File: src/rtl/mem_io_ctrl_if.sv
// Core-side memory bus: registered address, write data, write strobe,
// and the one-cycle-latency read word returned to the core.
interface mem_io_ctrl_if;
  logic [15:0] ADDR;
  logic [15:0] DOUT;
  logic        W;
  logic [15:0] RdData;

  modport master (
    output ADDR,
    output DOUT,
    output W,
    input  RdData
  );

  modport slave (
    input  ADDR,
    input  DOUT,
    input  W,
    output RdData
  );
endinterface

File: src/rtl/mem_io_ctrl.sv
// Memory-mapped target: data RAM, LED register, synced switches
// and a reload down-counter timer, with a registered read word.
module mem_io_ctrl #(
  parameter int AW   = 7,
  parameter int NLED = 10,
  parameter int NSW  = 10
) (
  input  logic            Clock,
  input  logic            Resetn,
  mem_io_ctrl_if.slave    bus,
  input  logic [NSW-1:0]  SW,
  output logic [NLED-1:0] LEDR,
  output logic            TimerIRQ
);

  typedef enum logic {IDLE, RUN} state_t;

  state_t state, state_n;

  logic [15:0]    mem [2**AW];
  logic [AW-1:0]  idx;
  logic [3:0]     region;
  logic [1:0]     tsel;
  logic           sel_ram;
  logic           sel_led;
  logic           sel_sw;
  logic           sel_tmr;
  logic           wr_ram;
  logic           wr_led;
  logic           wr_reload;
  logic           wr_ctrl;
  logic [15:0]    reload;
  logic [15:0]    count;
  logic [15:0]    count_n;
  logic           expired;
  logic           expired_n;
  logic           expire;
  logic [NSW-1:0] sync1;
  logic [NSW-1:0] sync2;
  logic [15:0]    rd_next;
  logic [15:0]    tmr_rd;
  logic           unused_bits;

  assign region  = bus.ADDR[15:12];
  assign tsel    = bus.ADDR[1:0];
  assign idx     = bus.ADDR[AW-1:0];
  assign sel_ram = (region == 4'h0);
  assign sel_led = (region == 4'h1);
  assign sel_sw  = (region == 4'h2);
  assign sel_tmr = (region == 4'h3);

  assign wr_ram    = bus.W & sel_ram;
  assign wr_led    = bus.W & sel_led;
  assign wr_reload = bus.W & sel_tmr & (tsel == 2'd0);
  assign wr_ctrl   = bus.W & sel_tmr & (tsel == 2'd2);

  // RAM aliases across the ignored middle address bits
  assign unused_bits = ^bus.ADDR[11:AW];

  assign TimerIRQ = expired;

  always_comb begin
    state_n = state;
    if (wr_ctrl)
      state_n = bus.DOUT[0] ? RUN : IDLE;
  end

  // Force-reload beats decrement; expiry beats a clear
  always_comb begin
    count_n   = count;
    expired_n = expired;
    expire    = (state == RUN) && (count == 16'd0);
    if (wr_ctrl && bus.DOUT[2])
      count_n = reload;
    else if (state == RUN)
      count_n = (count == 16'd0) ? reload
                                 : count - 16'd1;
    if (wr_ctrl && bus.DOUT[1])
      expired_n = 1'b0;
    if (expire)
      expired_n = 1'b1;
  end

  always_comb begin
    tmr_rd = 16'h0000;
    case (tsel)
      2'd0:    tmr_rd = reload;
      2'd1:    tmr_rd = count;
      2'd2:    tmr_rd = {13'b0, expired, 1'b0,
                         state == RUN};
      default: tmr_rd = 16'h0000;
    endcase
  end

  always_comb begin
    rd_next = 16'h0000;
    unique case (1'b1)
      sel_ram: rd_next = bus.W ? bus.DOUT : mem[idx];
      sel_led: rd_next = {{(16-NLED){1'b0}}, LEDR};
      sel_sw:  rd_next = {{(16-NSW){1'b0}}, sync2};
      sel_tmr: rd_next = tmr_rd;
      default: rd_next = 16'h0000;
    endcase
  end

  always_ff @(posedge Clock) begin
    if (!Resetn && wr_ram)
      mem[idx] <= bus.DOUT;
  end

  always_ff @(posedge Clock or posedge Resetn) begin
    if (Resetn) begin
      bus.RdData <= 16'h0000;
      LEDR       <= '0;
      reload     <= 16'hFFFF;
      count      <= 16'hFFFF;
      expired    <= 1'b0;
      state      <= IDLE;
      sync1      <= '0;
      sync2      <= '0;
    end else begin
      bus.RdData <= rd_next;
      if (wr_led)
        LEDR <= bus.DOUT[NLED-1:0];
      if (wr_reload)
        reload <= bus.DOUT;
      count   <= count_n;
      expired <= expired_n;
      state   <= state_n;
      sync1   <= SW;
      sync2   <= sync1;
    end
  end

endmodule

File: src/flat_wrapper.sv
// flat-port wrapper written by rule: the top's interface ports become plain ports
module mem_io_ctrl_flat 
#(
  parameter int AW   = 7,
  parameter int NLED = 10,
  parameter int NSW  = 10
)
  (Clock, Resetn, SW, LEDR, TimerIRQ, bus_ADDR, bus_DOUT, bus_W, bus_RdData);
  mem_io_ctrl_if bus_i ();
  input  logic Clock;
  input  logic Resetn;
  input  logic [NSW-1:0] SW;
  output logic [NLED-1:0] LEDR;
  output logic TimerIRQ;
  input wire logic [$bits(bus_i.ADDR)-1:0] bus_ADDR;
  input wire logic [$bits(bus_i.DOUT)-1:0] bus_DOUT;
  input wire logic [$bits(bus_i.W)-1:0] bus_W;
  output wire logic [$bits(bus_i.RdData)-1:0] bus_RdData;
  assign bus_i.ADDR = bus_ADDR;
  assign bus_i.DOUT = bus_DOUT;
  assign bus_i.W = bus_W;
  assign bus_RdData = bus_i.RdData;
  mem_io_ctrl #(.AW(AW), .NLED(NLED), .NSW(NSW)) u_core (.Clock(Clock), .Resetn(Resetn), .bus(bus_i), .SW(SW), .LEDR(LEDR), .TimerIRQ(TimerIRQ));
endmodule
File: config.mk
export PLATFORM = sky130hd
export DESIGN_NAME = mem_io_ctrl_flat
export DESIGN_NICKNAME = d
export VERILOG_FILES = /design/src/rtl/mem_io_ctrl_if.sv /design/src/rtl/mem_io_ctrl.sv /design/src/flat_wrapper.sv
export SDC_FILE = /design/constraint.sdc
export NUM_CORES = 2
export LEC_CHECK = 0
export CAP_MARGIN = 0
export CORE_MARGIN = 5
export CORE_UTILIZATION = 63
export DETAILED_ROUTE_END_ITERATION = 8
export PLACE_DENSITY_LB_ADDON = 0.05
export SLEW_MARGIN = 15
export SYNTH_ARGS = -nofsm -noshare
export SYNTH_HDL_FRONTEND = slang
export SYNTH_SLANG_ARGS = --single-unit
File: constraint.sdc
create_clock -name Clock -period 3.8 [get_ports Clock]
set_input_delay 0.38 -clock Clock [delete_from_list [all_inputs] [get_ports Clock]]
set_output_delay 0.38 -clock Clock [all_outputs]
set_load 0.005 [all_outputs]
==> impl_metrics.py <==
metrics = {
    "status": {
        "status": "finished, final reports clean",
    },
    "floorplan": {
        "fp-row-count": 133,
        "die_width_um": 373,
        "core_um2": 131000,
        "dieArea_um2": 139000,
        "die_y_um": 373,
        "start_util": 0.632,
        "ios": 72,
    },
    "timing": {
        "fin_crit_sh": 0.795,
        "tns_ps": 0,
        "period_minus_slack_ps": 3020,
        "setup_viol": 0,
        "hold_ws_ps": 66.7,
        "fmax_mhz": 331,
        "rsz0062_at_grt": "false",
        "finalHoldViolations": 0,
        "slew_viol_final": 0,
        "fin_skew_ps": 23.8,
        "tightest_slew_ps": 1200,
        "relSlewSlack": 0.194,
    },
    "grt": {
        "first_global_vias": 43687,
        "grt_max_degree": 97,
        "grt_antenna_before_repair": 8,
        "gr-total-overflow": 0,
        "grt_pass1_wl_mm": 325,
        "grt_use_total": 0.328,
    },
    "final_layout": {
        "final_cell_count_no_fill": 6591,
        "syn_to_final_growth_pct": 14.3,
        "drive_above_1_share": 0.256,
        "fill_cells": 7842,
        "fin_nets": 4708,
    },
    "routing": {
        "ant_nets": 0,
        "vias": 45516,
        "routed_via_density": 6.91,
        "wire_per_inst_um": 34.6,
        "drc": 0,
        "drtIter0Drc": 7291,
        "highest_layer": "met5",
        "wl_met2_mm": 106,
        "routedLengthMet1_mm": 87.8,
        "wl_met3_mm": 26.1,
        "drtPass1Iterations": 7,
        "routed_wl_mm": 228,
    },
    "yosys": {
        "synth.net_count": 4238,
        "synth-seq-area-share": 0.765,
        "yosys.area_share.simple": 0.0282,
        "synth_cell_type_count": 81,
        "synthAdderAreaFrac": 0.000301,
        "synth-xor-area-share": 0,
        "synth.cell_area_um2": 83000,
        "synth_compound_area_frac": 0.0492,
        "synth_seq_cells": 2128,
        "yosys-top-cells-count": "edfxtp_1 (2048), mux4_2 (357), nor2_1 (234)",
        "synth_ff_type": "edfxtp_1",
        "synth_cells": 4191,
        "yosys.area.top_type": "edfxtp_1",
        "synth_edf_count": 2048,
        "yosysWarnings": 0,
        "ys_top_cells_by_area": "edfxtp_1 (74%), mux4_2 (9.7%), mux2i_1 (2.5%)",
        "yosysTopAreaCellShare": 0.741,
        "synth_mux_area_frac": 0.137,
        "synthMostInstantiatedCell": "edfxtp_1",
        "synth_top_family_by_area": "multiplexers",
        "synth_area_per_cell_um2": 19.8,
        "async_reset_ff_frac": 0.0376,
    },
    "worst_setup_path": {
        "required_ps": 4500,
        "path_max_fanout": 20,
        "cp-end-kind": "register",
        "critPathLaunchType": "primary input",
        "crit_type": "primary input to register",
        "arrival_ps": 3720,
    },
    "cts": {
        "cts_sinks": 2128,
        "clockBufferDepth": 3,
        "cts_root_buf": "clkbuf_16",
        "clkLatencyLatePin_ps": 820,
        "tritoncts": "built",
        "htreeDepth": 4,
        "clkTransAtPathRegs_ps": 60,
        "numCtsBuffers": 205,
    },
    "hold_path": {
        "hold_class": "primary input to register",
    },
    "placed_design": {
        "gp_congestion": 0.917,
        "dp_cells": 6200,
        "hpwl_mm": 143,
        "portBuffers": 66,
    },
    "run": {
        "maxCapViolCount": 0,
    },
    "pwr": {
        "irDropWorstVdd_mv": 0.421,
        "power_per_cell_area_nw_per_um2": 517,
        "p_leak_nw": 31.1,
    },
}
==> stage by stage <==
stage               utilization  power [mW]  cell area [um^2]  worst slack, ps
CTS                       0.723        49.2             94900              968
global placement          0.673        29.6             88300              115
floorplan                     -        28.1             83000              793
global route              0.723        50.4             94900              808
detailed placement        0.673        29.6             88300             40.0
finish                    0.723        49.0             94900              780
==> metal layers <==
layer  up-vias  track usage
li1      18255            -
met1     23734        0.491
met2      3080        0.495
met3       443       0.0700
met4         4        0.108
met5         -            0
==> critical path, stage by stage <==
cell	delay [ps]
buf_2	420
nand2b_1	320
buf_4	300
nor2_4	50
buf_4	290
a221oi_1	960
a32oi_1	300
a211oi_1	370
buf_4	190
o22ai_1	70
==> worst paths after layout <==
path	startpoint	end	slack (ps)	depth (start not counted)
max	bus_ADDR[4]	u_core.bus.RdData[4]	780	10
min	bus_DOUT[4]	u_core.mem[92][4]	70	1
min reg2reg	u_core.sync1[1]	u_core.sync2[1]	350	0
min in group asynchronous	Resetn	u_core.LEDR[2]	220	2
max in group asynchronous	Resetn	u_core.count[15]	2750	3
max reg2reg	u_core.mem[47][4]	u_core.bus.RdData[4]	910	6
==> registers in the layout (all words and copies together), names as in the netlist <==
signal             flops
u_core.mem          2048
u_core.count          16
u_core.reload         16
u_core.sync1          10
u_core.bus.RdData     16
u_core.TimerIRQ        1
u_core.state           1
u_core.sync2          10
u_core.LEDR           10
==> cells in the final DEF (no fill, tap or decap), types with 16 or more instances in the layout <==
master	count
edfxtp_1	2048
buf_4	410
mux4_2	357
nor2_1	226
mux2i_1	209
clkbuf_16	206
nand2_1	145
a21oi_1	120
o21ai_0	115
o22ai_1	81
mux2_2	68
a22oi_1	64
clkbuf_1	63
buf_12	50
dfrtp_1	48
clkdlybuf4s50_1	45
clkinv_1	41
nand3_1	35
o221ai_1	34
dfstp_2	32
clkinv_2	30
a31oi_1	28
nor3_1	26
a221oi_1	26
a222oi_1	20
bufinv_16	19
nand2b_1	18
mux4_1	18
inv_1	16
==> kinds of logic after synthesis <==
| kind of cell | after synthesis |
|---|---|
| AO/OA/AOI/OAI | 609 |
| adder cells (fa/ha/maj) | 2 |
| buffers and inverters | 274 |
| flip-flops | 2128 |
| multiplexers | 652 |
| AND/OR/NAND/NOR | 526 |
==> area by class of cell <==
class | count | area, um^2 | area share
well taps | 1755 | 2200 | 0.0231
flip-flops and latches | 2128 | 63500 | 0.670
inverters | 19 | 75.1 | 0.000791
clock buffers | 270 | 5410 | 0.0570
multi-input cells | 1789 | 17900 | 0.189
clock inverters | 106 | 1080 | 0.0114
repair buffers | 518 | 4670 | 0.0492
diodes | 6 | 15.0 | 0.000158
==> report_power, final <==
group | internal, mW | switching (mW)
registers | 25.9 | 0.185
logic | 1.12 | 1.96
clock network | 11.3 | 8.54
total | 38.3 | 10.7
==> what timing repair did <==
item,4_1_cts,5_1_grt
endpoints found under the hold margin,9,0
setup endpoints to repair,0,0
gates resized for setup,0,0
buffers inserted,0,0
hold buffers,9,0
No activity file was read; power rests on OpenSTA's default activity.
